`src/rtl/adder_32.sv`:
```
// adder_32: 32-bit carry-lookahead adder with carry-out and signed overflow, plus registered copies.
// Latency: 0 cycles on the combinational outputs, 1 cycle on the *_reg outputs; no handshake or backpressure.

module adder_32_cla16 (
    input  logic [15:0] in_a,
    input  logic [15:0] in_b,
    input  logic        in_c,
    output logic [15:0] out_s,
    output logic        out_c
);
    logic [15:0] g;
    logic [15:0] p;
    logic [15:0] c;
    logic [3:0]  gg;
    logic [3:0]  gp;
    logic [4:0]  gc;

    always_comb begin
        g  = in_a & in_b;
        p  = in_a ^ in_b;
        gg = '0;
        gp = '0;
        c  = '0;
        gc = '0;

        // Group generate/propagate for each 4-bit group.
        for (int i = 0; i < 4; i++) begin
            gg[i] = g[4*i+3]
                  | (p[4*i+3] & g[4*i+2])
                  | (p[4*i+3] & p[4*i+2] & g[4*i+1])
                  | (p[4*i+3] & p[4*i+2] & p[4*i+1] & g[4*i]);
            gp[i] = &p[4*i +: 4];
        end

        // Second-level lookahead: carry into each group from the block carry-in.
        gc[0] = in_c;
        gc[1] = gg[0] | (gp[0] & in_c);
        gc[2] = gg[1] | (gp[1] & gg[0]) | (gp[1] & gp[0] & in_c);
        gc[3] = gg[2] | (gp[2] & gg[1]) | (gp[2] & gp[1] & gg[0])
              | (gp[2] & gp[1] & gp[0] & in_c);
        gc[4] = gg[3] | (gp[3] & gg[2]) | (gp[3] & gp[2] & gg[1])
              | (gp[3] & gp[2] & gp[1] & gg[0])
              | (gp[3] & gp[2] & gp[1] & gp[0] & in_c);

        for (int i = 0; i < 4; i++) begin
            c[4*i]   = gc[i];
            c[4*i+1] = g[4*i] | (p[4*i] & gc[i]);
            c[4*i+2] = g[4*i+1] | (p[4*i+1] & g[4*i])
                     | (p[4*i+1] & p[4*i] & gc[i]);
            c[4*i+3] = g[4*i+2] | (p[4*i+2] & g[4*i+1])
                     | (p[4*i+2] & p[4*i+1] & g[4*i])
                     | (p[4*i+2] & p[4*i+1] & p[4*i] & gc[i]);
        end

        out_s = p ^ c;
        out_c = gc[4];
    end
endmodule

module adder_32 (
    input  logic        clk,
    input  logic        in_reset_n,
    input  logic [31:0] in_x,
    input  logic [31:0] in_y,
    input  logic        in_carry,
    output logic [31:0] out_sum,
    output logic        out_carry,
    output logic        out_overflow,
    output logic [31:0] out_sum_reg,
    output logic        out_carry_reg,
    output logic        out_overflow_reg
);
    logic        lo_carry;
    logic [31:0] sum_reg_d;
    logic [31:0] sum_reg_q;
    logic        carry_reg_d;
    logic        carry_reg_q;
    logic        overflow_reg_d;
    logic        overflow_reg_q;

    adder_32_cla16 u_lo (
        .in_a  (in_x[15:0]),
        .in_b  (in_y[15:0]),
        .in_c  (in_carry),
        .out_s (out_sum[15:0]),
        .out_c (lo_carry)
    );

    adder_32_cla16 u_hi (
        .in_a  (in_x[31:16]),
        .in_b  (in_y[31:16]),
        .in_c  (lo_carry),
        .out_s (out_sum[31:16]),
        .out_c (out_carry)
    );

    assign out_overflow = (in_x[31] == in_y[31]) && (out_sum[31] != in_x[31]);

    always_comb begin
        sum_reg_d      = out_sum;
        carry_reg_d    = out_carry;
        overflow_reg_d = out_overflow;
    end

    always_ff @(posedge clk or negedge in_reset_n) begin
        if (!in_reset_n) begin
            sum_reg_q      <= '0;
            carry_reg_q    <= 1'b0;
            overflow_reg_q <= 1'b0;
        end else begin
            sum_reg_q      <= sum_reg_d;
            carry_reg_q    <= carry_reg_d;
            overflow_reg_q <= overflow_reg_d;
        end
    end

    assign out_sum_reg      = sum_reg_q;
    assign out_carry_reg    = carry_reg_q;
    assign out_overflow_reg = overflow_reg_q;
endmodule

```
`config.mk`:
```
export PLATFORM = sky130hd
export DESIGN_NAME = adder_32
export DESIGN_NICKNAME = d
export VERILOG_FILES = /design/src/rtl/adder_32.sv
export SDC_FILE = /design/constraint.sdc
export NUM_CORES = 1
export LEC_CHECK = 0
export ABC_CLOCK_PERIOD_IN_PS = 3000
export CORE_MARGIN = 4
export CORE_UTILIZATION = 30
export DETAILED_ROUTE_END_ITERATION = 7
export DONT_BUFFER_PORTS = 1
export PLACE_DENSITY = 0.56
export SETUP_SLACK_MARGIN = 0.3
export SLEW_MARGIN = 20
export SYNTH_ARGS = -nofsm -noshare
export SYNTH_HDL_FRONTEND = slang
export SYNTH_SLANG_ARGS = --single-unit
export TNS_END_PERCENT = 20
```
`constraint.sdc`:
```
create_clock -name clk -period 3 [get_ports clk]
set_input_delay 0.15 -clock clk [delete_from_list [all_inputs] [get_ports clk]]
set_output_delay 0.15 -clock clk [all_outputs]
set_load 0.02 [all_outputs]
```
==> out/qor.yml, run 1 <==
p_int_uw: 902
cts_buffers: 5
synth_edf_count: 0
num_vias: 1482
core_um2: 7210
synth_top_cell_by_area: "dfrtp_1"
min_path_type: "in2reg"
syn_area_um2: 2220
die_y_um: 94.0
cts-root-buf: "clkbuf_8"
cts_tree: "yes"
final_cells: 305
grt-ovfl-total: 0
holdPathEnd: "out_sum_reg[30]"
hold_start: "in_y[30]"
tightest_slew_ns: 0.591
synth.yosys.warnings: 0
whs_ns: 0.190
synth_area_leaders: "dfrtp_1 38%, ha_1 18%, fa_1 7.2%"
syn-num-nets: 300
cts_buffer_depth: 2
grt_pass1_wl_mm: 8.07
maxSlewViolCount: 0
n_antenna_cell: 0
p_switching_uw: 654
power.total_mw: 1.56
initial_core_util_pct: 30.7
io_buffers: 0
dr.pass1.iters: 4
p_per_area_nw_per_um2: 618
dp.cells: 297
synth.distinct_cells: 40
clockPowerShare_pct: 21.5
antenna_found_initial: 0
startpoint_type: "primary input"
clk_pin_slew_ns: 0.06
p_leak_nw: 1.15
end_kind: "output port"
n_fill_cell: 735
whs_path_depth: 2
gp_congestion: 0.827
max_cap_viol_count: 0
largest_reg_flops: 32
power.share.sequential_pct: 46.3
synth_top_cell_area_share_pct: 38.4
grt_pass1_vias: 1676
postCtsSetupBuffers: 0
status: "completed"
slew_headroom_pct: 60.3
areaGrowthSynthToFinish_pct: 13.5
synth_async_sr_flop_share_pct: 100
crit_required_ns: 2.85
grtUsageTotal_pct: 12.0
cts.sinks: 34
period_share_pct: 85.8
setup_viol: 0
path_class: "in2out"
hpwlAfterDp_mm: 4.50
via_per_inst: 4.86
report.final.hold_viol_count: 0
vdd_drop_max_v: 0.000186
ys_seq_area_share_pct: 38.4
cp_data_arrival_time_ns: 2.42
synth_flop_cell: "dfrtp_1"
grt_max_degree: 35
grt_setup_unrepaired: "true"
drt-initial-drc-count: 22
wl_mm: 5.21
worst-path-max-fanout: 4
dieArea_um2: 8830
swShare_pct: 42.0
fmax_mhz: 389
combinationalPowerShare_pct: 32.2
htreeDepth: 2
antenna_left: 0
syn_inst: 193
synth_seq_cells: 34
die_w_um: 94.0
tns_ns: 0
period_needed_ns: 2.57
row_count: 31
layout.nets: 314
drive_gt1_share_pct: 11.2
syn_avg_cell_area_um2: 11.5
drc: 0
io_pins: 135
wl_per_cell_um: 17.1
[per-layer routing]
layer | wire length, um | track usage [%] | share of wire [%]
met1 | 1880 | 12.7 | 36
met2 | 2730 | 20.9 | 52
met3 | 514 | 5.21 | 9.9
met4 | 79 | 4.33 | 1.5
met5 | 0 | 0 | 0
[worst max-delay path by stage]
stage	from	end
2_1_floorplan	in_x[0]	out_sum_reg[19]
3_3_place_gp	in_x[2]	out_sum_reg[17]
3_5_place_dp	in_x[2]	out_sum_reg[17]
4_1_cts	in_x[2]	out_sum[17]
5_1_grt	in_x[2]	out_sum[17]
6_report	in_x[2]	out_sum[17]
[synth_stat cells (all sizes together), types with 2 or more instances]
library cell	n
dfrtp	34
ha	32
a21oi	22
inv	13
xnor2	12
xor2	10
fa	8
nand2	8
nor2	8
a21o	7
o21ai	4
nor2b	3
o21bai	3
o31ai	3
a31oi	2
nand4	2
nor3	2
o311ai	2
[repair_timing]
action | 4_1_cts | 5_1_grt
hold buffers | 2 | 0
pin swaps | 0 | 1
setup endpoints to repair | 1 | 5
hold endpoints to repair | 34 | 0
gates resized for setup | 1 | 2
[critical path, cell delays in order]
cell	delay, ns
ha_1	0.32
a21o_1	0.19
a21oi_1	0.21
a21oi_2	0.09
o21ai_2	0.21
o21bai_1	0.18
a21oi_1	0.28
inv_1	0.09
fa_1	0.45
xor2_4	0.25
[placed cells by master (no fill, tap or decap), types with 3 or more instances in the layout]
master / synthesis / layout
fa_1: 8 / 8
nand2_1: 8 / 8
o31ai_1: 3 / 3
o21bai_1: 3 / 3
inv_1: 13 / 13
xnor2_1: 12 / 12
a21oi_1: 21 / 21
clkbuf_8: 0 / 6
a21o_1: 7 / 7
nor2_1: 8 / 8
ha_1: 32 / 32
nor2b_1: 3 / 3
buf_4: 0 / 5
dfrtp_1: 34 / 34
xor2_1: 10 / 8
[kinds of logic after synthesis]
family                     after synthesis  share of synthesized area [%]
AOI/OAI and AO/OA                       51                           17.4
adders and majority gates               40                           25.3
DFF                                     34                           38.4
and+or+nand+nor                         32                           7.45
xor gates and xnor gates                22                           8.69
buffers and inverters                   13                           2.20
muxes                                    1                          0.677
[metrics by stage]
stage	cell area, um2	util, %	worst slack [ns]
after floorplan	2220	-	0.403
final	2520	34.9	0.427
after detailed placement	2380	33.0	0.259
after CTS	2500	34.7	0.372
after global placement	2380	33.0	0.307
after global routing	2520	34.9	0.218
[power by group through the flow]
stage               Combinational [mW]  Sequential, mW  Clock [mW]
floorplan                        0.402           0.716           0
global placement                 0.484           0.731           0
detailed placement               0.490           0.733           0
CTS                              0.507           0.725       0.360
global route                     0.555           0.728       0.371
finish                           0.502           0.721       0.334
[area by class of cell]
| class | instances | area [um2] | area share (%) |
|---|---|---|---|
| flip-flops and latches | 34 | 851 | 33.8 |
| well taps | 99 | 124 | 4.92 |
| repair buffers | 7 | 67.6 | 2.68 |
| multi-input cells | 146 | 1350 | 53.4 |
| inverters | 13 | 48.8 | 1.94 |
| clock buffers | 6 | 82.6 | 3.28 |
(Power assumes the default switching activity.)
==> inputs of run 2 (changes only) <==
--- a/config.mk
+++ b/config.mk
@@ -5,12 +5,15 @@
 export SDC_FILE = /design/constraint.sdc
 export NUM_CORES = 1
 export LEC_CHECK = 0
+export ABC_AREA = 1
 export ABC_CLOCK_PERIOD_IN_PS = 3000
+export CELL_PAD_IN_SITES_DETAIL_PLACEMENT = 0
+export CELL_PAD_IN_SITES_GLOBAL_PLACEMENT = 2
 export CORE_MARGIN = 4
 export CORE_UTILIZATION = 30
 export DETAILED_ROUTE_END_ITERATION = 7
 export DONT_BUFFER_PORTS = 1
-export PLACE_DENSITY = 0.56
+export PLACE_DENSITY = 0.83
 export SETUP_SLACK_MARGIN = 0.3
 export SLEW_MARGIN = 20
 export SYNTH_ARGS = -nofsm -noshare
==> run 2 against run 1 <==
Effect of this change: area after synthesis up 9.9%; combinational power down 2%; non-clock buffer count down 5; flip-flop and latch count unchanged; worst setup slack better by 0.23 ns; core utilization down 0.70 points; global-route usage up 0.29 points; via count up 24%; final cell count up 30%; total power down 2.5%; critical endpoint is now out_sum[13]; largest power group unchanged; highest routed layer unchanged.
==> out/qor.yml, run 2 <==
synth_flop_cell: "dfrtp_1"
io_pins: 135
areaGrowthSynthToFinish_pct: 9.60
grt_pass1_vias: 1866
synth_area_leaders: "dfrtp_1 35%, ha_1 16%, nand2_1 12%"
slew_headroom_pct: 58.5
htreeDepth: 2
n_fill_cell: 851
hpwlAfterDp_mm: 4.98
antenna_left: 0
grtUsageTotal_pct: 12.2
n_antenna_cell: 0
crit_chain: "ha_1 -> nand2_1 -> inv_1 -> a21oi_2 -> nand3_2 -> a21oi_1 -> inv_1 -> nand2_1 -> nand2_1 -> fa_1 -> xor2_1"
fin_ws_ns: 0.659
cts_buffer_depth: 2
gp_congestion: 0.746
worst-path-max-fanout: 4
route.met3.wl_um: 489
end_kind: "output port"
ff_latch_area_um2: 851
fmax_mhz: 427
clk_pin_slew_ns: 0.07
synth.yosys.warnings: 0
cts-root-buf: "clkbuf_8"
cts_tree: "yes"
path_class: "in2out"
syn_area_um2: 2440
setup_viol: 0
io_buffers: 0
die_y_um: 98.1
slowest_delay_ns: 0.46
p_per_area_nw_per_um2: 568
synth_top_cell_area_share_pct: 34.9
grt_pass1_wl_mm: 9.56
synth_seq_cells: 34
pre_cts_ws_ns: 0.600
via_per_inst: 4.66
synth_async_sr_flop_share_pct: 100
synth_edf_count: 0
wl_per_cell_um: 14.6
postCtsSetupBuffers: 0
core_um2: 7810
maxSlewViolCount: 0
highest_layer: "met4"
synth.distinct_cells: 27
grt-ovfl-total: 0
syn_inst: 284
synthMostInstantiatedCell: "nand2_1"
largest_reg_flops: 32
report.final.hold_viol_count: 0
status: "completed"
startpoint_type: "primary input"
whs_ns: 0.138
final_cell_mix: "75 x nand2_1, 38 x inv_1, 34 x dfrtp_1"
initial_core_util_pct: 31.2
syn-num-nets: 391
period_share_pct: 78.0
cp_data_arrival_time_ns: 2.19
critPathSlowestCell: "xor2_1"
drc: 0
die_w_um: 98.1
row_count: 32
wl_met1_mm: 2.41
final_common_cell: "nand2_1"
synthTopCellsByCount: "75 x nand2_1, 38 x inv_1, 34 x dfrtp_1"
whs_path_depth: 3
power.total_mw: 1.52
drt-initial-drc-count: 36
ys_seq_area_share_pct: 34.9
syn_avg_cell_area_um2: 8.58
max_cap_viol_count: 0
grt_max_degree: 35
p_leak_nw: 1.40
dr.pass1.iters: 4
wl_mm: 5.79
postLayoutCellArea_um2: 2670
drive_gt1_share_pct: 8.53
placed_area_um2: 2560
tns_ns: 0
dp.cells: 386
final_cells: 395
finalCoreUtilization_pct: 34.2
num_vias: 1841
tightest_slew_ns: 0.618
layout.nets: 400
min_path_type: "in2reg"
crit_required_ns: 2.85
dr_wl_met2_mm: 2.85
antenna_found_initial: 0
multi_input_area_um2: 1440
cts.sinks: 34
critPathMostFrequentCell: "nand2_1"
dieArea_um2: 9630
synth_top_cell_by_area: "dfrtp_1"
vdd_drop_max_v: 0.000159
period_needed_ns: 2.34
cts_buffers: 5
grt_setup_unrepaired: "false"
## run 2: cell families after synthesis
logic type               Yosys count  share of synthesized area, %
AND/OR/NAND/NOR                  130                          24.0
adder cells (fa/ha/maj)           40                          23.0
buffers and inverters             38                          5.85
flip-flops                        34                          34.9
AO/OA/AOI/OAI                     28                          6.88
XOR/XNOR                          14                          5.34
## run 2: worst paths after layout
path / end / start
worst max-delay path: out_sum[13] / in_x[2]
worst min-delay path: out_overflow_reg / in_x[31]
max in group asynchronous: out_sum_reg[3] / in_reset_n
min in group asynchronous: out_sum_reg[22] / in_reset_n
## run 2: final cells by class
type,instances,area share [%]
Tap cell,102,4.78
Timing Repair Buffer,2,1.12
Inverter,38,5.34
Multi-Input combinational cell,212,54.1
Sequential cell,34,31.9
Clock buffer,7,2.86
## run 2: what timing repair did
| item | CTS | global route |
|---|---|---|
| hold buffers | 2 | 0 |
| gates resized for setup | 0 | 0 |
| endpoints found under the hold margin | 34 | 0 |
## run 2: power breakdown
group	leakage [nW]	internal, mW	switching, mW
sequential	0.400	0.550	0.158
clock	0.0383	0.160	0.158
combinational	0.964	0.143	0.349
## run 2: worst max-delay path, delay by kind of cell
kind	cells	cell delay [ns]
buffers and inverters	2	0.17
AND/OR/NAND/NOR	4	0.39
AO/OA/AOI/OAI	2	0.32
adder cells (fa/ha/maj)	2	0.70
XOR/XNOR	1	0.46
## run 2: layer usage
layer | GRT usage (%) | up-vias
met5 | 0 | -
met4 | 3.78 | 0
met3 | 4.00 | 4
met2 | 20.1 | 74
met1 | 15.4 | 836
li1 | - | 927
